## src/rtl/regfile_arbiter.sv

```systemverilog
// Round-robin arbiter sharing one register file between two requesters, with clear sequencing.
// Optional RF_BYPASS_EN forwards the command's own write data to a same-address read.
module regfile_arbiter #(
    parameter int AW = 5,
    parameter int DW = 32
) (
    input  logic          clk,
    input  logic          rst,
    input  logic          clr_req,
    output logic          clr_done,
    input  logic          r0_valid,
    output logic          r0_ready,
    input  logic          r0_we,
    input  logic [AW-1:0] r0_waddr,
    input  logic [DW-1:0] r0_wdata,
    input  logic [AW-1:0] r0_raddr1,
    input  logic [AW-1:0] r0_raddr2,
    output logic          r0_rsp_valid,
    input  logic          r0_rsp_ready,
    input  logic          r1_valid,
    output logic          r1_ready,
    input  logic          r1_we,
    input  logic [AW-1:0] r1_waddr,
    input  logic [DW-1:0] r1_wdata,
    input  logic [AW-1:0] r1_raddr1,
    input  logic [AW-1:0] r1_raddr2,
    output logic          r1_rsp_valid,
    input  logic          r1_rsp_ready,
    output logic [DW-1:0] rsp_data1,
    output logic [DW-1:0] rsp_data2,
    output logic          rf_rst,
    output logic          rf_we,
    output logic          rf_mode,
    output logic [AW-1:0] rf_addr_write,
    output logic [DW-1:0] rf_datain,
    output logic [AW-1:0] rf_addr1,
    output logic [AW-1:0] rf_addr2,
    input  logic [DW-1:0] rf_dataout1,
    input  logic [DW-1:0] rf_dataout2
);

    typedef enum logic [2:0] {
        S_IDLE  = 3'd0,
        S_CLEAR = 3'd1,
        S_ISSUE = 3'd2,
        S_WAIT  = 3'd3,
        S_RESP  = 3'd4
    } state_t;

    state_t        state_q, state_d;
    logic          rr_ptr_q, rr_ptr_d;
    logic          owner_q, owner_d;
    logic          cmd_we_q, cmd_we_d;
    logic [AW-1:0] cmd_waddr_q, cmd_waddr_d;
    logic [DW-1:0] cmd_wdata_q, cmd_wdata_d;
    logic [AW-1:0] cmd_raddr1_q, cmd_raddr1_d;
    logic [AW-1:0] cmd_raddr2_q, cmd_raddr2_d;
    logic [DW-1:0] rsp_data1_q, rsp_data1_d;
    logic [DW-1:0] rsp_data2_q, rsp_data2_d;
    logic          rf_we_q, rf_rst_q, clr_done_q, rsp_valid0_q, rsp_valid1_q;
    logic          gnt0_s, gnt1_s, win_s, any_valid_s, owner_ready_s;

    // Winner is the pointed-to requester if valid, otherwise whichever one is valid.
    assign win_s         = rr_ptr_q ? r1_valid : ~r0_valid;
    assign any_valid_s   = r0_valid | r1_valid;
    assign owner_ready_s = owner_q ? r1_rsp_ready : r0_rsp_ready;

    // Next-state, arbitration and command/response capture.
    always_comb begin
        state_d      = state_q;
        rr_ptr_d     = rr_ptr_q;
        owner_d      = owner_q;
        cmd_we_d     = cmd_we_q;
        cmd_waddr_d  = cmd_waddr_q;
        cmd_wdata_d  = cmd_wdata_q;
        cmd_raddr1_d = cmd_raddr1_q;
        cmd_raddr2_d = cmd_raddr2_q;
        rsp_data1_d  = rsp_data1_q;
        rsp_data2_d  = rsp_data2_q;
        gnt0_s       = 1'b0;
        gnt1_s       = 1'b0;
        case (state_q)
            S_IDLE: begin
                if (clr_req) begin
                    state_d = S_CLEAR;
                end else if (any_valid_s) begin
                    gnt0_s       = ~win_s;
                    gnt1_s       = win_s;
                    owner_d      = win_s;
                    cmd_we_d     = win_s ? r1_we     : r0_we;
                    cmd_waddr_d  = win_s ? r1_waddr  : r0_waddr;
                    cmd_wdata_d  = win_s ? r1_wdata  : r0_wdata;
                    cmd_raddr1_d = win_s ? r1_raddr1 : r0_raddr1;
                    cmd_raddr2_d = win_s ? r1_raddr2 : r0_raddr2;
                    state_d      = S_ISSUE;
                end else begin
                    state_d = S_IDLE;
                end
            end
            S_CLEAR: state_d = S_IDLE;
            S_ISSUE: state_d = S_WAIT;
            S_WAIT: begin
`ifdef RF_BYPASS_EN
                rsp_data1_d = (cmd_we_q && (cmd_raddr1_q == cmd_waddr_q)) ? cmd_wdata_q : rf_dataout1;
                rsp_data2_d = (cmd_we_q && (cmd_raddr2_q == cmd_waddr_q)) ? cmd_wdata_q : rf_dataout2;
`else
                rsp_data1_d = rf_dataout1;
                rsp_data2_d = rf_dataout2;
`endif
                state_d = S_RESP;
            end
            S_RESP: begin
                if (owner_ready_s) begin
                    state_d  = S_IDLE;
                    rr_ptr_d = ~owner_q;
                end else begin
                    state_d = S_RESP;
                end
            end
            default: state_d = S_IDLE;
        endcase
    end

    // State, command and output registers; strobes are precomputed from the next state.
    always_ff @(posedge clk or negedge rst) begin
        if (!rst) begin
            state_q      <= S_IDLE;
            rr_ptr_q     <= 1'b0;
            owner_q      <= 1'b0;
            cmd_we_q     <= 1'b0;
            cmd_waddr_q  <= '0;
            cmd_wdata_q  <= '0;
            cmd_raddr1_q <= '0;
            cmd_raddr2_q <= '0;
            rsp_data1_q  <= '0;
            rsp_data2_q  <= '0;
            rf_we_q      <= 1'b0;
            rf_rst_q     <= 1'b0;
            clr_done_q   <= 1'b0;
            rsp_valid0_q <= 1'b0;
            rsp_valid1_q <= 1'b0;
        end else begin
            state_q      <= state_d;
            rr_ptr_q     <= rr_ptr_d;
            owner_q      <= owner_d;
            cmd_we_q     <= cmd_we_d;
            cmd_waddr_q  <= cmd_waddr_d;
            cmd_wdata_q  <= cmd_wdata_d;
            cmd_raddr1_q <= cmd_raddr1_d;
            cmd_raddr2_q <= cmd_raddr2_d;
            rsp_data1_q  <= rsp_data1_d;
            rsp_data2_q  <= rsp_data2_d;
            rf_we_q      <= (state_d == S_ISSUE) & cmd_we_d;
            rf_rst_q     <= (state_d == S_CLEAR);
            clr_done_q   <= (state_d == S_CLEAR);
            rsp_valid0_q <= (state_d == S_RESP) & ~owner_d;
            rsp_valid1_q <= (state_d == S_RESP) & owner_d;
        end
    end

    assign r0_ready      = gnt0_s & rst;
    assign r1_ready      = gnt1_s & rst;
    assign r0_rsp_valid  = rsp_valid0_q;
    assign r1_rsp_valid  = rsp_valid1_q;
    assign rsp_data1     = rsp_data1_q;
    assign rsp_data2     = rsp_data2_q;
    assign clr_done      = clr_done_q;
    assign rf_rst        = rf_rst_q;
    assign rf_we         = rf_we_q;
    assign rf_mode       = 1'b1;
    assign rf_addr_write = cmd_waddr_q;
    assign rf_datain     = cmd_wdata_q;
    assign rf_addr1      = cmd_raddr1_q;
    assign rf_addr2      = cmd_raddr2_q;

endmodule

```

## config.mk

```make
export PLATFORM = sky130hd
export DESIGN_NAME = regfile_arbiter
export DESIGN_NICKNAME = d
export VERILOG_FILES = /design/src/rtl/regfile_arbiter.sv
export SDC_FILE = /design/constraint.sdc
export NUM_CORES = 1
export LEC_CHECK = 0
export ABC_AREA = 1
export CELL_PAD_IN_SITES_DETAIL_PLACEMENT = 1
export CELL_PAD_IN_SITES_GLOBAL_PLACEMENT = 2
export CORE_MARGIN = 5
export CORE_UTILIZATION = 23
export DETAILED_ROUTE_END_ITERATION = 8
export GPL_TIMING_DRIVEN = 0
export HOLD_SLACK_MARGIN = 0.05
export PLACE_DENSITY = 0.79
export SYNTH_ARGS = -nofsm -noshare
export SYNTH_HDL_FRONTEND = slang
export SYNTH_SLANG_ARGS = --single-unit
```

## constraint.sdc

```tcl
create_clock -name clk -period 1.9 [get_ports clk]
set_input_delay 0.57 -clock clk [delete_from_list [all_inputs] [get_ports clk]]
set_output_delay 0.57 -clock clk [all_outputs]
set_load 0.005 [all_outputs]
```

# --- Word-level counts from Yosys, hierarchy flattened ---
# Cells that the tools add are included.
classes:
  n_mux: 23
  n_eq_ne: 6
  bitwise_logic: 11
  reduce_logical: 3
ops:
  columns: ["cell", "n"]
  rows:
  - ["$mux 32", 1]
  - ["$mux 1", 15]
  - ["$mux 5", 3]
  - ["$pmux 3 s4", 1]
  - ["$eq 3x2->1 const B", 3]
  - ["$eq 3x3->1 const B", 2]
  - ["$and 1x1->1", 5]
  - ["$not 1->1", 5]
  - ["$mux 2", 2]
  - ["$eq 3x1->1 const B", 1]
  - ["$logic_not 3->1", 1]
  - ["$mux 3", 1]
  - ["$reduce_and 3->1", 1]
  - ["$reduce_and 2->1", 1]
  - ["$or 1x1->1", 1]
totals:
  regBits: 121
  word_cells: 57
  input_bits: 167

# --- Logic depth before layout (Yosys ltp) ---
# Gate-level depths: netlist of run 1.
depth:
  depth_word: 7
  mapped_depth: 8

# --- Worst setup path after synthesis of run 1 ---
# No wires, ideal clock.
synth_path:
  path_kind: "input to output"
  startpoint: "input clr_req"
  endpoint: "output r1_ready"
  slack_ps: 54
  n_path_buf: 1
  arrival_time_ps: 1276
  cell_stages: 4
  path_cell_list: "nor2_2 -> nand3_1 -> clkbuf_1 -> nor3_1"
synth_via:
  elab_chain_len: 3
synth_rtl:
  columns: ["item", "line_no", "source"]
  rows:
  - ["from (decl)", "9", "input logic clr_req,"]
  - ["$mux 1", "84", "if (clr_req) begin"]
  - ["$mux 1", "82", "case (state_q)"]
  - ["$and 1x1->1", "162", "assign r1_ready = gnt1_s & rst;"]
  - ["to (decl)", "21", "output logic r1_ready,"]
# No other way between the ends.

# --- Final worst setup path of run 1 ---
layout_path:
  startpoint: "register state_q[1]"
  endpoint: "output r0_ready"
layout_via:
  elab_chain_len: 3
layout_rtl:
  columns: ["item", "line_no", "source"]
  rows:
  - ["from (decl)", "50", "state_t state_q, state_d;"]
  - ["from (signal assigned)", "143", "state_q <= state_d;"]
  - ["$logic_not 3->1", "82", null]
  - ["$mux 1", "82", null]
  - ["$and 1x1->1", "161", "assign r0_ready = gnt0_s & rst;"]
  - ["to (decl)", "12", "output logic r0_ready,"]
# No other way between the ends.

==> results of run 1 <==
[where the power goes]
part	total (mW)	internal, mW	switching (mW)
Combinational	6.41	3.93	2.47
Clock	3.24	1.86	1.38
Sequential	4.56	3.87	0.692
Total	14.2	9.66	4.55
[cells by family after synthesis]
kind of cell,share of synthesized area
AOI/OAI and AO/OA,0.109
buffers and inverters,0.0456
DFF,0.580
muxes,0.167
other,0.000719
and+or+nand+nor,0.0976
[per-layer routing]
metal / vias to the layer above / part of all wire
li1: 2167 / -
met1: 2246 / 0.41
met2: 204 / 0.48
met3: 13 / 0.10
met4: 0 / 0.0098
met5: - / 0
[registers in the layout (all words and copies together), names as in the netlist]
signal,flops
rf_addr2,5
rf_we,1
rf_addr_write,5
owner_q,1
rf_addr1,5
rsp_data1,32
rsp_data2,32
state_q,3
clr_done,1
r1_rsp_valid,1
cmd_we_q,1
rr_ptr_q,1
r0_rsp_valid,1
rf_datain,32
[layout by cell type, fill, tap and decap left out, types with 2 or more instances in the layout]
cell,count
clkinv_4,2
o21ai_2,21
bufbuf_16,3
clkbuf_16,17
mux2_1,9
clkdlybuf4s50_1,206
dfrtp_1,119
buf_4,25
inv_8,4
dlygate4sd2_1,16
clkbuf_1,7
inv_1,8
a21oi_1,2
dlymetal6s2s_1,58
o21ai_1,42
nand2_1,62
mux2_2,15
nor2_4,3
nand3_1,2
dfrtp_2,2
nor2_1,49
o21ai_0,33
buf_16,2
inv_6,5
nand2_2,2
mux2_4,40
buf_6,11
buf_2,7
clkinvlp_4,2
[how the worst min path moves through the flow]
stage	start	endpoint	slack, ns	cells after the start
detailed placement	rf_addr_write[1]$_DFFE_PN0P_	rf_addr_write[1]$_DFFE_PN0P_	0.48	2
global placement	rf_datain[0]$_DFFE_PN0P_	rf_datain[0]$_DFFE_PN0P_	0.47	2
finish	rst	cmd_we_q$_DFF_PN0_	0.11	2
floorplan	rst	clr_done$_DFF_PN0_	0.27	0
global route	rst	rsp_data1[25]$_DFFE_PN0P_	0.09	1
CTS	rst	rsp_data2[22]$_DFFE_PN0P_	0.1	1
[what timing repair did]
item                       in CTS  in global routing
gates resized for setup        47                 63
setup endpoints to repair      16                 65
hold buffers                    1                  0
setup buffers                  10                 12
gates cloned                    3                  0
pin swaps                       4                  3
hold endpoints to repair       22                  0
[area by class of cell]
class / count / area share
tap: 285 / 0.0375
timing repair buffer: 311 / 0.347
sequential: 121 / 0.319
multi-input combinational: 290 / 0.211
buffer: 27 / 0.0203
clock inverter: 15 / 0.0165
inverter: 10 / 0.00421
clock buffer: 17 / 0.0448
==> results.py, run 1 <==
metrics = {
    "worst_setup_path": {
        "criticalPathCategory": "reg -> out",
        "crit_path_max_incr_delay_ns": 0.41,
        "cp.arrival_ns": 1.42,
        "worstPathMaxFanout": 3,
        "crit_required_ns": 1.33,
        "startpoint_type": "flop",
        "path_cells": "nor2_4 -> buf_6 -> nand2_4 -> nor3_2 -> buf_2",
        "crit_family": "flip-flops",
        "path_buf_inv": 2,
        "ff2ff_path_depth": 7,
        "timing.rr.end": "rf_addr2[4]$_DFFE_PN0P_",
        "end_kind": "primary output",
        "cp_num_cells": 5,
        "ff2ff_setup_slack_ns": 0.22,
        "critPathSlowestCell": "dfrtp_1",
        "r2r-start": "rr_ptr_q$_DFFE_PN0P_",
        "setup.worst_path.start": "state_q[1]$_DFF_PN0_",
        "cp-endpoint": "r0_ready",
    },
    "placement": {
        "dpl_cell_area_sq_mm": 0.00845,
        "placedCellCount": 1020,
        "pre_cts_ws_ns": -1.37,
        "numPortBuffers": 284,
        "place_congestion": 0.728,
        "hpwlAfterDp_mm": 14.4,
    },
    "timing": {
        "whs_ns": 0.106,
        "maxSlewViolCount": 0,
        "fin_crit_ns": 1.99,
        "fin_crit_sh": 1.05,
        "rsz0062_at_grt": "true",
        "setup_slack_ns": -0.0858,
        "slew_headroom": 0.652,
        "max_freq_ghz": 0.504,
        "worstMarginPinSlew_ns": 0.522,
        "finalHoldViolCount": 0,
        "finClkSkew_ns": 0.0124,
        "tns_ns": -0.166,
        "setup-violations-final": 2,
    },
    "cells_and_area": {
        "layout.nets": 945,
        "fin_area_sq_mm": 0.00950,
        "seqCellArea_sq_mm": 0.00303,
        "multi_input_area_sq_mm": 0.00200,
        "area_growth_pct": 82.1,
        "drive_gt1_frac": 0.217,
        "diodes": 0,
        "utilization": 0.422,
        "final_cells": 1076,
        "fillers": 2453,
    },
    "detailed_routing": {
        "drt-vias-per-instance": 4.30,
        "vias": 4630,
        "post_drt_wl_per_cell_um": 18.5,
        "dr.first_iter.drc_count": 108,
        "drt-total-wl_mm": 19.9,
        "postRouteAntennaNets": 0,
        "drc": 0,
        "drtPass1Iterations": 4,
    },
    "synthesis": {
        "yosys_register_bits": 121,
        "ys_top_cells_by_area": "dfrtp_1 58%, mux2_4 12%, nand2_1 4.6%, o21ai_1 4.0%, nor2_1 3.6%",
        "synth_most_common_cell": "dfrtp_1",
        "syn_nets": 617,
        "syn_area_per_cell_sq_um": 11.6,
        "synth.top_cell.area_share": 0.580,
        "synth_top_area_cell": "dfrtp_1",
        "synthDistinctLibCells": 27,
        "synth_edf_count": 0,
        "ys_warn_count": 0,
        "ys.flop_type": "dfrtp_1",
        "syn-instance-count": 450,
        "syn-cell-area_sq_mm": 0.00522,
        "async_reset_ff_frac": 1.00,
        "ys_seq_area_frac": 0.580,
        "synth_common_cells": "121 x dfrtp_1, 64 x nand2_1, 50 x nor2_1, 42 x o21ai_1, 40 x mux2_4",
    },
    "clock_network": {
        "clk_latency_ns": 0.42,
        "tritoncts": "done",
        "cts.path.max_buffers": 2,
        "numClockSinks": 121,
        "clk_pin_slew_ns": 0.06,
        "cts-root-buf": "clkbuf_16",
        "cts_buffers": 17,
        "cts_max_level": 4,
    },
    "floorplanning": {
        "die_h_um": 161,
        "die_x_um": 161,
        "dieArea_sq_mm": 0.0258,
        "rows": 55,
        "initial_utilization": 0.232,
        "core_area_sq_mm": 0.0225,
        "io_pins": 286,
    },
    "global_route": {
        "use_met2": 0.258,
        "track_usage": 0.152,
        "grt_pass1_vias": 5093,
        "antenna_found_initial": 0,
        "grt_max_degree": 38,
        "grt_pass1_wl_mm": 30.4,
        "use_met3": 0.0713,
        "top_usage_layer": "met2",
        "use_met1": 0.174,
        "grt-ovfl-total": 0,
    },
    "power_and_ir_drop": {
        "ir_drop_v": 0.000499,
        "power-per-cell-area_mw_per_mm2": 1500,
        "p_leak_nw": 4.75,
        "total_power_mw": 14.2,
    },
    "min_path": {
        "hp-class": "in -> async",
    },
    "run_status": {
        "violations": "negative setup slack",
        "status": "finished with violations",
    },
    "run": {
        "cap_violations": 0,
    },
}
No activity file was read; power rests on OpenSTA's default activity.
==> run 2: changes to the inputs <==
--- a/config.mk
+++ b/config.mk
@@ -14,6 +14,7 @@
 export GPL_TIMING_DRIVEN = 0
 export HOLD_SLACK_MARGIN = 0.05
 export PLACE_DENSITY = 0.79
+export SKIP_CTS_REPAIR_TIMING = 1
 export SYNTH_ARGS = -nofsm -noshare
 export SYNTH_HDL_FRONTEND = slang
 export SYNTH_SLANG_ARGS = --single-unit
==> run 2 against run 1 <==
- the flow still finishes with violations (negative setup slack)
- non-clock buffer count up 5
- via count grew 0.69%
- critical path depth unchanged
- maximum frequency shrank 5.3%
- die area is the same
- flip-flop and latch count unchanged
- clock power barely moved
- total power up 0.62%
- cell count increased by 0.46%
- core utilization grew 0.37 points
- critical path type unchanged
- largest power group unchanged
- highest routed layer unchanged
==> results.py, run 2 (synthesis gave the netlist of run 1 again) <==
metrics = {
    "worst_setup_path": {
        "criticalPathCategory": "reg -> out",
        "cp.arrival_ns": 1.53,
        "worstPathMaxFanout": 4,
        "critPathSlowestCell": "dfrtp_2",
        "crit_family": "flip-flops",
        "end_kind": "primary output",
        "timing.rr.end": "rf_addr2[4]$_DFFE_PN0P_",
        "ff2ff_path_depth": 7,
        "cp_num_cells": 5,
        "path_buf_inv": 2,
        "crit_path_max_incr_delay_ns": 0.45,
        "startpoint_type": "flop",
        "crit_required_ns": 1.33,
        "ff2ff_setup_slack_ns": 0.30,
        "path_cells": "nor2_4 -> nand3_4 -> buf_8 -> nor3_2 -> buf_4",
        "r2r-start": "rr_ptr_q$_DFFE_PN0P_",
    },
    "timing": {
        "worstMarginPinSlew_ns": 0.518,
        "setup_slack_ns": -0.197,
        "maxSlewViolCount": 0,
        "whs_ns": 0.0823,
        "rsz0062_at_grt": "true",
        "finalHoldViolCount": 0,
        "finClkSkew_ns": 0.0103,
        "setup-violations-final": 2,
        "tns_ns": -0.345,
        "slew_headroom": 0.655,
        "fin_crit_sh": 1.10,
        "fin_crit_ns": 2.10,
        "max_freq_ghz": 0.477,
    },
    "clock_network": {
        "cts-root-buf": "clkbuf_16",
        "numClockSinks": 121,
        "cts.path.max_buffers": 2,
        "cts_buffers": 17,
        "clk_latency_ns": 0.41,
        "clk_pin_slew_ns": 0.07,
        "tritoncts": "done",
        "cts_max_level": 4,
    },
    "detailed_routing": {
        "drt-total-wl_mm": 19.8,
        "drt-vias-per-instance": 4.31,
        "dr.first_iter.drc_count": 122,
        "post_drt_wl_per_cell_um": 18.3,
        "drc": 0,
        "vias": 4662,
        "drtPass1Iterations": 4,
        "postRouteAntennaNets": 0,
    },
    "placement": {
        "place_congestion": 0.728,
        "placedCellCount": 1020,
        "pre_cts_ws_ns": -1.37,
        "hpwlAfterDp_mm": 14.4,
        "dpl_cell_area_sq_mm": 0.00845,
        "numPortBuffers": 284,
    },
    "power_and_ir_drop": {
        "total_power_mw": 14.3,
        "power-per-cell-area_mw_per_mm2": 1490,
        "p_leak_nw": 4.90,
        "ir_drop_v": 0.000462,
    },
    "floorplanning": {
        "io_pins": 286,
        "dieArea_sq_mm": 0.0258,
        "core_area_sq_mm": 0.0225,
        "die_x_um": 161,
        "rows": 55,
        "initial_utilization": 0.232,
        "die_h_um": 161,
    },
    "cells_and_area": {
        "layout_commonest_cell": "clkdlybuf4s50_1",
        "area_growth_pct": 83.6,
        "layout.nets": 950,
        "utilization": 0.426,
        "final_cells": 1081,
        "most-common-layout-cells": "205 x clkdlybuf4s50_1, 118 x dfrtp_1, 76 x dlymetal6s2s_1, 63 x nand2_1, 49 x nor2_1",
        "fillers": 2449,
        "diodes": 0,
        "fin_area_sq_mm": 0.00958,
        "drive_gt1_frac": 0.221,
    },
    "global_route": {
        "grt_max_degree": 76,
        "grt_pass1_wl_mm": 29.4,
        "grt-ovfl-total": 0,
        "antenna_found_initial": 0,
        "track_usage": 0.145,
        "grt_pass1_vias": 4974,
    },
    "run": {
        "cap_violations": 0,
    },
    "min_path": {
        "hp-class": "in -> async",
    },
    "run_status": {
        "status": "finished with violations",
        "violations": "negative setup slack",
    },
}
run 2: worst register-to-register path: cells and delay by family (launching register included):
family / cells / cell delay (ns)
buf+inv: 4 / 0.55
compound gates: 3 / 0.50
flops: 1 / 0.45
run 2: how the worst max path moves through the flow:
stage / start / end / slack, ns
floorplan: clr_req / r1_ready / 0.05
global placement: rst / r1_ready / -5.47
detailed placement: clr_req / r1_ready / -1.37
CTS: clr_req / r1_ready / -1.40
global route: state_q[1]$_DFF_PN0_ / r1_ready / -0.28
finish: state_q[2]$_DFF_PN0_ / r1_ready / -0.20
run 2: routing by layer:
layer  routed length, um  track usage  vias up
met5                   0            0        -
met2                9500        0.245      203
li1                    -            -     2174
met4                 163       0.0340        0
met3                2030       0.0713       12
met1                8110        0.166     2273
run 2: where the power goes:
part,switching (mW),internal (mW)
logic,2.47,4.02
registers,0.700,3.87
clock network,1.38,1.86
total,4.54,9.75
run 2: cell type report:
| cell class | instances | area [sq um] | area share |
|---|---|---|---|
| multi-input cells | 290 | 2000 | 0.208 |
| inverters | 10 | 37.5 | 0.00392 |
| repair buffers | 314 | 3360 | 0.350 |
| well taps | 285 | 357 | 0.0372 |
| clock inverters | 15 | 156 | 0.0163 |
| plain buffers | 29 | 223 | 0.0232 |
| clock buffers | 17 | 425 | 0.0444 |
| flip-flops and latches | 121 | 3030 | 0.316 |
